## src/rtl/scarv_soc_dbg_master_if.sv

```systemverilog
// Byte-stream command/response links plus memory-initiator bus of the debug master.
// Latency: none, wires only.
// Backpressure: rx/tx use valid/ready, memory bus uses req/gnt then recv/ack.
interface scarv_soc_dbg_master_if;
   logic        rx_valid;
   logic [7:0]  rx_data;
   logic        rx_ready;
   logic        tx_valid;
   logic [7:0]  tx_data;
   logic        tx_ready;
   logic        mem_req;
   logic        mem_gnt;
   logic        mem_wen;
   logic [3:0]  mem_strb;
   logic [31:0] mem_addr;
   logic [31:0] mem_wdata;
   logic        mem_recv;
   logic        mem_error;
   logic [31:0] mem_rdata;
   logic        mem_ack;

   // Debug master side.
   modport master (
      input  rx_valid, rx_data, tx_ready, mem_gnt, mem_recv, mem_error, mem_rdata,
      output rx_ready, tx_valid, tx_data, mem_req, mem_wen, mem_strb, mem_addr,
      output mem_wdata, mem_ack
   );

   // Host link / memory side.
   modport slave (
      output rx_valid, rx_data, tx_ready, mem_gnt, mem_recv, mem_error, mem_rdata,
      input  rx_ready, tx_valid, tx_data, mem_req, mem_wen, mem_strb, mem_addr,
      input  mem_wdata, mem_ack
   );
endinterface

```

## src/rtl/scarv_soc_dbg_master.sv

```systemverilog
// Debug master: turns 'R'/'W' byte commands into single 32-bit memory transactions.
// Latency: mem_req the cycle after the last command byte; tx_valid the cycle after recv&ack.
// Backpressure: rx_ready only while collecting a command; tx bytes held until tx_ready.
module scarv_soc_dbg_master #(
   parameter int unsigned CMD_TIMEOUT = 1_000_000
) (
   input  logic                         f_clk,
   input  logic                         g_resetn,
   scarv_soc_dbg_master_if.master       dbg
);

   typedef enum logic [2:0] {
      IDLE    = 3'd0,
      ADDR    = 3'd1,
      WDATA   = 3'd2,
      REQ     = 3'd3,
      RSP     = 3'd4,
      TX_STAT = 3'd5,
      TX_DATA = 3'd6
   } state_t;

   localparam logic [7:0]  CMD_RD   = 8'h52;
   localparam logic [7:0]  CMD_WR   = 8'h57;
   localparam logic [7:0]  ST_OK    = 8'h06;
   localparam logic [7:0]  ST_ERR   = 8'h15;
   localparam logic [7:0]  ST_BAD   = 8'h3F;
   localparam logic [23:0] TMO_LAST = 24'(CMD_TIMEOUT - 1);

   state_t      state, state_nxt;
   logic        rdy_en;
   logic [1:0]  byte_cnt;
   logic        is_write;
   logic [31:0] addr_q;
   logic [31:0] wdata_q;
   logic [31:0] rdata_q;
   logic [7:0]  status_q;
   logic [23:0] tmo_cnt;

   logic        rx_open;
   logic        rx_fire;
   logic        collecting;
   logic        tmo_hit;
   logic        last_byte;
   logic [31:0] addr_shift;
   logic [31:0] wdata_shift;

   // rx is held off until the first edge after reset release
   assign rx_open     = (state == IDLE) || (state == ADDR) || (state == WDATA);
   assign rx_fire     = dbg.rx_valid && rdy_en && rx_open;
   assign collecting  = (state == ADDR) || (state == WDATA);
   assign tmo_hit     = collecting && !rx_fire && (tmo_cnt == TMO_LAST);
   assign last_byte   = rx_fire && (byte_cnt == 2'd3);
   // Fields arrive LSB first, so each new byte enters at the top and shifts down.
   assign addr_shift  = {dbg.rx_data, addr_q[31:8]};
   assign wdata_shift = {dbg.rx_data, wdata_q[31:8]};

   // State register
   always_ff @(posedge f_clk or negedge g_resetn) begin
      if (!g_resetn) state <= IDLE;
      else           state <= state_nxt;
   end

   // Next-state decode
   always_comb begin
      state_nxt = state;
      case (state)
         IDLE: begin
            if (rx_fire) begin
               if (dbg.rx_data == CMD_RD || dbg.rx_data == CMD_WR) state_nxt = ADDR;
               else                                                 state_nxt = TX_STAT;
            end
         end
         ADDR: begin
            if (last_byte) begin
               if (is_write)                    state_nxt = WDATA;
               else if (addr_shift[1:0] != 2'b0) state_nxt = TX_STAT;
               else                             state_nxt = REQ;
            end else if (tmo_hit) begin
               state_nxt = IDLE;
            end
         end
         WDATA: begin
            if (last_byte) begin
               if (addr_q[1:0] != 2'b0) state_nxt = TX_STAT;
               else                     state_nxt = REQ;
            end else if (tmo_hit) begin
               state_nxt = IDLE;
            end
         end
         REQ:     if (dbg.mem_gnt)  state_nxt = RSP;
         RSP:     if (dbg.mem_recv) state_nxt = TX_STAT;
         TX_STAT: begin
            if (dbg.tx_ready) begin
               if (!is_write && status_q == ST_OK) state_nxt = TX_DATA;
               else                                state_nxt = IDLE;
            end
         end
         TX_DATA: if (dbg.tx_ready && byte_cnt == 2'd3) state_nxt = IDLE;
         default: state_nxt = IDLE;
      endcase
   end

   // Outputs decoded from state; address/data come straight from the capture registers
   always_comb begin
      dbg.rx_ready  = rdy_en && rx_open;
      dbg.tx_valid  = (state == TX_STAT) || (state == TX_DATA);
      dbg.tx_data   = 8'h00;
      dbg.mem_req   = (state == REQ);
      dbg.mem_wen   = (state == REQ) && is_write;
      dbg.mem_strb  = (state == REQ) ? 4'hF : 4'h0;
      dbg.mem_ack   = (state == RSP);
      dbg.mem_addr  = addr_q;
      dbg.mem_wdata = wdata_q;
      if (state == TX_STAT) begin
         dbg.tx_data = status_q;
      end else if (state == TX_DATA) begin
         case (byte_cnt)
            2'd0:    dbg.tx_data = rdata_q[7:0];
            2'd1:    dbg.tx_data = rdata_q[15:8];
            2'd2:    dbg.tx_data = rdata_q[23:16];
            default: dbg.tx_data = rdata_q[31:24];
         endcase
      end
   end

   // Command capture, response capture, byte counter and inactivity timer
   always_ff @(posedge f_clk or negedge g_resetn) begin
      if (!g_resetn) begin
         rdy_en   <= 1'b0;
         byte_cnt <= 2'd0;
         is_write <= 1'b0;
         addr_q   <= 32'h0;
         wdata_q  <= 32'h0;
         rdata_q  <= 32'h0;
         status_q <= 8'h00;
         tmo_cnt  <= 24'h0;
      end else begin
         rdy_en <= 1'b1;

         if (state == IDLE && rx_fire) begin
            byte_cnt <= 2'd0;
            is_write <= (dbg.rx_data == CMD_WR);
         end else if (collecting && rx_fire) begin
            byte_cnt <= byte_cnt + 2'd1;
         end else if (state == RSP && dbg.mem_recv) begin
            byte_cnt <= 2'd0;
         end else if (state == TX_DATA && dbg.tx_ready) begin
            byte_cnt <= byte_cnt + 2'd1;
         end

         if (state == ADDR && rx_fire)  addr_q  <= addr_shift;
         if (state == WDATA && rx_fire) wdata_q <= wdata_shift;

         if (state == RSP && dbg.mem_recv && !is_write) rdata_q <= dbg.mem_rdata;

         // Status is latched on entry to TX_STAT; its value depends on where we came from.
         if (state_nxt == TX_STAT && state != TX_STAT) begin
            if (state == IDLE)                        status_q <= ST_BAD;
            else if (state == RSP && !dbg.mem_error)  status_q <= ST_OK;
            else                                      status_q <= ST_ERR;
         end

         if (!collecting || rx_fire) tmo_cnt <= 24'h0;
         else                        tmo_cnt <= tmo_cnt + 24'h1;
      end
   end

endmodule

```

## src/flat_wrapper.sv

```systemverilog
// flat-port wrapper written by rule: the top's interface ports become plain ports
module scarv_soc_dbg_master_flat 
#(
   parameter int unsigned CMD_TIMEOUT = 1_000_000
)
  (f_clk, g_resetn, dbg_rx_valid, dbg_rx_data, dbg_tx_ready, dbg_mem_gnt, dbg_mem_recv, dbg_mem_error, dbg_mem_rdata, dbg_rx_ready, dbg_tx_valid, dbg_tx_data, dbg_mem_req, dbg_mem_wen, dbg_mem_strb, dbg_mem_addr, dbg_mem_wdata, dbg_mem_ack);
  scarv_soc_dbg_master_if dbg_i ();
  input  logic f_clk;
  input  logic g_resetn;
  input wire logic [$bits(dbg_i.rx_valid)-1:0] dbg_rx_valid;
  input wire logic [$bits(dbg_i.rx_data)-1:0] dbg_rx_data;
  input wire logic [$bits(dbg_i.tx_ready)-1:0] dbg_tx_ready;
  input wire logic [$bits(dbg_i.mem_gnt)-1:0] dbg_mem_gnt;
  input wire logic [$bits(dbg_i.mem_recv)-1:0] dbg_mem_recv;
  input wire logic [$bits(dbg_i.mem_error)-1:0] dbg_mem_error;
  input wire logic [$bits(dbg_i.mem_rdata)-1:0] dbg_mem_rdata;
  output wire logic [$bits(dbg_i.rx_ready)-1:0] dbg_rx_ready;
  output wire logic [$bits(dbg_i.tx_valid)-1:0] dbg_tx_valid;
  output wire logic [$bits(dbg_i.tx_data)-1:0] dbg_tx_data;
  output wire logic [$bits(dbg_i.mem_req)-1:0] dbg_mem_req;
  output wire logic [$bits(dbg_i.mem_wen)-1:0] dbg_mem_wen;
  output wire logic [$bits(dbg_i.mem_strb)-1:0] dbg_mem_strb;
  output wire logic [$bits(dbg_i.mem_addr)-1:0] dbg_mem_addr;
  output wire logic [$bits(dbg_i.mem_wdata)-1:0] dbg_mem_wdata;
  output wire logic [$bits(dbg_i.mem_ack)-1:0] dbg_mem_ack;
  assign dbg_i.rx_valid = dbg_rx_valid;
  assign dbg_i.rx_data = dbg_rx_data;
  assign dbg_i.tx_ready = dbg_tx_ready;
  assign dbg_i.mem_gnt = dbg_mem_gnt;
  assign dbg_i.mem_recv = dbg_mem_recv;
  assign dbg_i.mem_error = dbg_mem_error;
  assign dbg_i.mem_rdata = dbg_mem_rdata;
  assign dbg_rx_ready = dbg_i.rx_ready;
  assign dbg_tx_valid = dbg_i.tx_valid;
  assign dbg_tx_data = dbg_i.tx_data;
  assign dbg_mem_req = dbg_i.mem_req;
  assign dbg_mem_wen = dbg_i.mem_wen;
  assign dbg_mem_strb = dbg_i.mem_strb;
  assign dbg_mem_addr = dbg_i.mem_addr;
  assign dbg_mem_wdata = dbg_i.mem_wdata;
  assign dbg_mem_ack = dbg_i.mem_ack;
  scarv_soc_dbg_master #(.CMD_TIMEOUT(CMD_TIMEOUT)) u_core (.f_clk(f_clk), .g_resetn(g_resetn), .dbg(dbg_i));
endmodule
```

## config.mk

```make
export PLATFORM = sky130hd
export DESIGN_NAME = scarv_soc_dbg_master_flat
export DESIGN_NICKNAME = d
export VERILOG_FILES = /design/src/rtl/scarv_soc_dbg_master_if.sv /design/src/rtl/scarv_soc_dbg_master.sv /design/src/flat_wrapper.sv
export SDC_FILE = /design/constraint.sdc
export NUM_CORES = 1
export LEC_CHECK = 0
export CORE_MARGIN = 10
export CORE_UTILIZATION = 47
export CTS_BUF_LIST = sky130_fd_sc_hd__clkbuf_4 sky130_fd_sc_hd__clkbuf_8
export CTS_CLUSTER_DIAMETER = 50
export DETAILED_ROUTE_END_ITERATION = 8
export PLACE_DENSITY = 0.76
export SYNTH_ARGS = -nofsm -noshare
export SYNTH_HDL_FRONTEND = slang
export SYNTH_SLANG_ARGS = --single-unit
```

## constraint.sdc

```tcl
create_clock -name f_clk -period 2.1 [get_ports f_clk]
set_input_delay 0.21 -clock f_clk [delete_from_list [all_inputs] [get_ports f_clk]]
set_output_delay 0.21 -clock f_clk [all_outputs]
set_load 0.01 [all_outputs]
```

==> impl_metrics.env, run 1 <==
export IMPL_multi_input_area_sq_um=2450
export IMPL_synth_cell_types=51
export IMPL_skew_ns=0.0101
export IMPL_worst_path_buf_inv=0
export IMPL_syn_to_final_growth_pct=38.1
export IMPL_io_buffers=127
export IMPL_path_clk_slew_ns=0.07
export IMPL_drt_iter0_drc=243
export IMPL_fin_tns_setup_ns=-0.650
export IMPL_antenna_found_initial=0
export IMPL_netlist_area_leader_share_pct=56.6
export IMPL_ios=128
export IMPL_cts_buffer_depth=2
export IMPL_place_hpwl_mm=10.4
export IMPL_vias=4234
export IMPL_yosysMostFrequentCell="dfrtp_1"
export IMPL_core_area_sq_um=12100
export IMPL_setup_violations=9
export IMPL_synth_ff_type="dfrtp_1"
export IMPL_wl_mm=14.2
export IMPL_final_net_count=685
export IMPL_globalRouteTotalUtil_pct=16.9
export IMPL_end_kind="flip-flop"
export IMPL_root_buffer="clkbuf_8"
export IMPL_via_per_inst=5.21
export IMPL_power_density_nw_per_um2=1160
export IMPL_grt_overflow_total=0
export IMPL_peakVddDrop_mv=0.660
export IMPL_synth_top_family_by_area="multiplexers"
export IMPL_critical_path_cell_chain="and2_4 -> or4b_1 -> or4_4 -> a21o_1 -> and4_4 -> mux2_4"
export IMPL_postSynthAreaPerCell_sq_um=12.4
export IMPL_start_util_pct=48.1
export IMPL_routedWlPerCell_microns=17.5
export IMPL_synthTopCellsByArea="dfrtp_1 57%, mux2_2 19%, nor2_1 2.8%"
export IMPL_layout_min_cycle_time_ns=2.22
export IMPL_drc=0
export IMPL_hold_ws_ns=0.254
export IMPL_rr_endpoint="u_core.status_q[1]"
export IMPL_h_tree_depth=4
export IMPL_gp_congestion=0.834
export IMPL_dp_cells=774
export IMPL_reg2reg_from="u_core.tmo_cnt[18]"
export IMPL_finalWorstSetupSlack_ns=-0.118
export IMPL_cts_tree="yes"
export IMPL_netSwitchingPower_mw=2.89
export IMPL_die_h_microns=131
export IMPL_critical_path_top_delay_family="simple AND/OR/NAND/NOR gates"
export IMPL_yosysWarnings=0
export IMPL_drv_cap=0
export IMPL_grt_start_max_net_pins=56
export IMPL_slowest_delay_ns=0.53
export IMPL_share_seq_of_total_power_pct=40.1
export IMPL_synth_simple_area_share_pct=11.0
export IMPL_yosys_area_share_xor_xnor_pct=3.17
export IMPL_crit_slowest_cell="or4_4"
export IMPL_synth_cells_most_frequent="131 x dfrtp_1, 96 x mux2_2, 43 x nor2_1"
export IMPL_critical_path_max_fanout=4
export IMPL_clockPowerShare_pct=23.5
export IMPL_internal_power_mw=6.39
export IMPL_rrSetupSlack_ns=-0.12
export IMPL_numCtsBuffers=17
export IMPL_yosysSeqAreaShare_pct=56.6
export IMPL_cts_sinks=131
export IMPL_synth_edf_count=0
export IMPL_rsz0062_at_grt="true"
export IMPL_max_freq_ghz=0.451
export IMPL_cp_start_kind="flip-flop"
export IMPL_num_rows=40
export IMPL_finalCritPeriodShare_pct=106
export IMPL_drv_slew=0
export IMPL_run_status="finished with violations"
export IMPL_synth_compound_area_share_pct=5.78
export IMPL_drtPass1Iterations=4
export IMPL_reg2regPathDepth=6
export IMPL_violations="setup timing"
export IMPL_synth_fp_nets=520
export IMPL_crit_type="flip-flop to flip-flop"
export IMPL_first_global_vias=4426
export IMPL_fill_cells=927
export IMPL_swShare_pct=31.1
export IMPL_die_area_sq_um=17200
export IMPL_synthCells=467
export IMPL_syn_area_sq_um=5800
export IMPL_drive_gt1_share_pct=31.9
export IMPL_ys_ff_latch=131
export IMPL_clock_latency_ns=0.44
export IMPL_synth_top_area_cell="dfrtp_1"
export IMPL_cp_arrival_ns=2.54
export IMPL_synth_mux_area_fraction_pct=19.3
export IMPL_async_reset_ff_share_pct=100
export IMPL_worstPathRequired_ns=2.42
export IMPL_drtAntennaViolNets=0
export IMPL_synthAdderAreaFrac_pct=1.30
export IMPL_min_path_type="input port to asynchronous set/reset pin"
export IMPL_finalHoldViolations=0
export IMPL_regArea_sq_um=3280
export IMPL_combPwrFrac_pct=36.4
export IMPL_grt_pass1_wl_mm=22.4
export IMPL_die_w_microns=131
export IMPL_stdcell_count=813
export IMPL_insertedDiodeCount=0
export IMPL_p_leak_nw=3.54
## registers in the layout, indices dropped and copies added, names as in the netlist
register	flops
u_core.dbg.mem_wdata	32
u_core.byte_cnt	2
u_core.tmo_cnt	24
u_core.rdy_en	1
u_core.rdata_q	32
u_core.state	3
u_core.is_write	1
u_core.status_q	4
u_core.dbg.mem_addr	32
## logic make-up (layout without fill, tap and decap cells)
kind of cell | after synthesis | in the layout
AOI/OAI and AO/OA | 53 | 53
xor gates and xnor gates | 21 | 21
adders and majority gates | 6 | 6
buffers and inverters | 32 | 210
DFF | 131 | 131
muxes | 99 | 99
other | 1 | 1
and+or+nand+nor | 124 | 124
## final cells by class
cell class	count	area share (%)
clock inverters	8	1.23
flip-flops and latches	131	40.9
multi-input cells	304	30.6
well taps	168	2.63
clock buffers	24	3.97
repair buffers	173	20.4
inverters	5	0.234
## layer usage
metal	part of all wire, %	wire, microns	track usage [%]
met4	1.7	245	7.19
met2	52	7430	28.7
met1	40	5710	19.3
met5	0	0	0
met3	6.1	863	5.11
## stage by stage
stage	area (sq um)	setup slack, ns	util, %	power, mW
2_1_floorplan	5800	-0.0616	-	5.50
3_5_place_dp	7490	-0.164	62.1	7.06
5_1_grt	8010	-0.291	66.4	9.85
6_report	8010	-0.118	66.4	9.28
3_3_place_gp	7490	-0.135	62.1	6.96
4_1_cts	7980	-0.146	66.1	9.35
## power groups by stage
stage / Clock (mW) / Combinational [mW] / Sequential [mW]
after CTS: 2.22 / 3.40 / 3.72
after floorplan: 0 / 1.71 / 3.79
after global routing: 2.35 / 3.68 / 3.82
final: 2.18 / 3.38 / 3.72
after global placement: 0 / 3.24 / 3.72
after detailed placement: 0 / 3.30 / 3.76
## worst max path at each step
stage / start / end / cells after the start
6_report: u_core.tmo_cnt[18] / u_core.status_q[1] / 6
3_3_place_gp: u_core.byte_cnt[0] / dbg_tx_data[0] / 7
5_1_grt: u_core.byte_cnt[1] / dbg_tx_data[0] / 7
3_5_place_dp: u_core.byte_cnt[0] / dbg_tx_data[4] / 7
2_1_floorplan: u_core.tmo_cnt[18] / u_core.status_q[1] / 6
4_1_cts: u_core.byte_cnt[1] / dbg_tx_data[4] / 7
## cell usage in the layout, fill, tap and decap left out, types with 3 or more instances in the layout
cell type        synthesis  final
dfrtp_1                131    131
clkdlybuf4s50_1          0    109
mux2_2                  96     96
nor2_1                  43     39
buf_4                    5     39
clkbuf_8                 0     22
nand2_1                 23     21
a21oi_1                 19     19
xor2_1                  15     15
o21ai_0                 15     12
nand3_1                 10     10
nand4_1                 10     10
dlygate4sd2_1            0      9
a222oi_1                 8      8
buf_2                    0      8
xnor2_1                  6      6
and2_1                   7      5
buf_12                   0      5
o21ai_1                  1      4
nor2_2                   0      3
nor3b_1                  3      3
inv_1                    5      3
ha_4                     0      3
clkinv_2                 0      3
## repair_timing
| action | 4_1_cts | 5_1_grt |
|---|---|---|
| pin swaps | 11 | 12 |
| hold endpoints to repair | 31 | 0 |
| setup endpoints to repair | 20 | 13 |
| hold buffers | 1 | 0 |
| cloned | 0 | 0 |
| setup buffers | 4 | 2 |
| gates resized for setup | 64 | 4 |
No activity file was read; power rests on OpenSTA's default activity.
==> inputs of run 2 (changes only) <==
--- a/config.mk
+++ b/config.mk
@@ -7,10 +7,11 @@
 export LEC_CHECK = 0
 export CORE_MARGIN = 10
 export CORE_UTILIZATION = 47
-export CTS_BUF_LIST = sky130_fd_sc_hd__clkbuf_4 sky130_fd_sc_hd__clkbuf_8
+export CTS_BUF_LIST = sky130_fd_sc_hd__clkbuf_2 sky130_fd_sc_hd__clkbuf_4 sky130_fd_sc_hd__clkbuf_8
 export CTS_CLUSTER_DIAMETER = 50
 export DETAILED_ROUTE_END_ITERATION = 8
 export PLACE_DENSITY = 0.76
+export SKIP_LAST_GASP = 1
 export SYNTH_ARGS = -nofsm -noshare
 export SYNTH_HDL_FRONTEND = slang
 export SYNTH_SLANG_ARGS = --single-unit
==> results of run 2 <==
No change in the layout: final DEF, timing and power equal those of run 1.
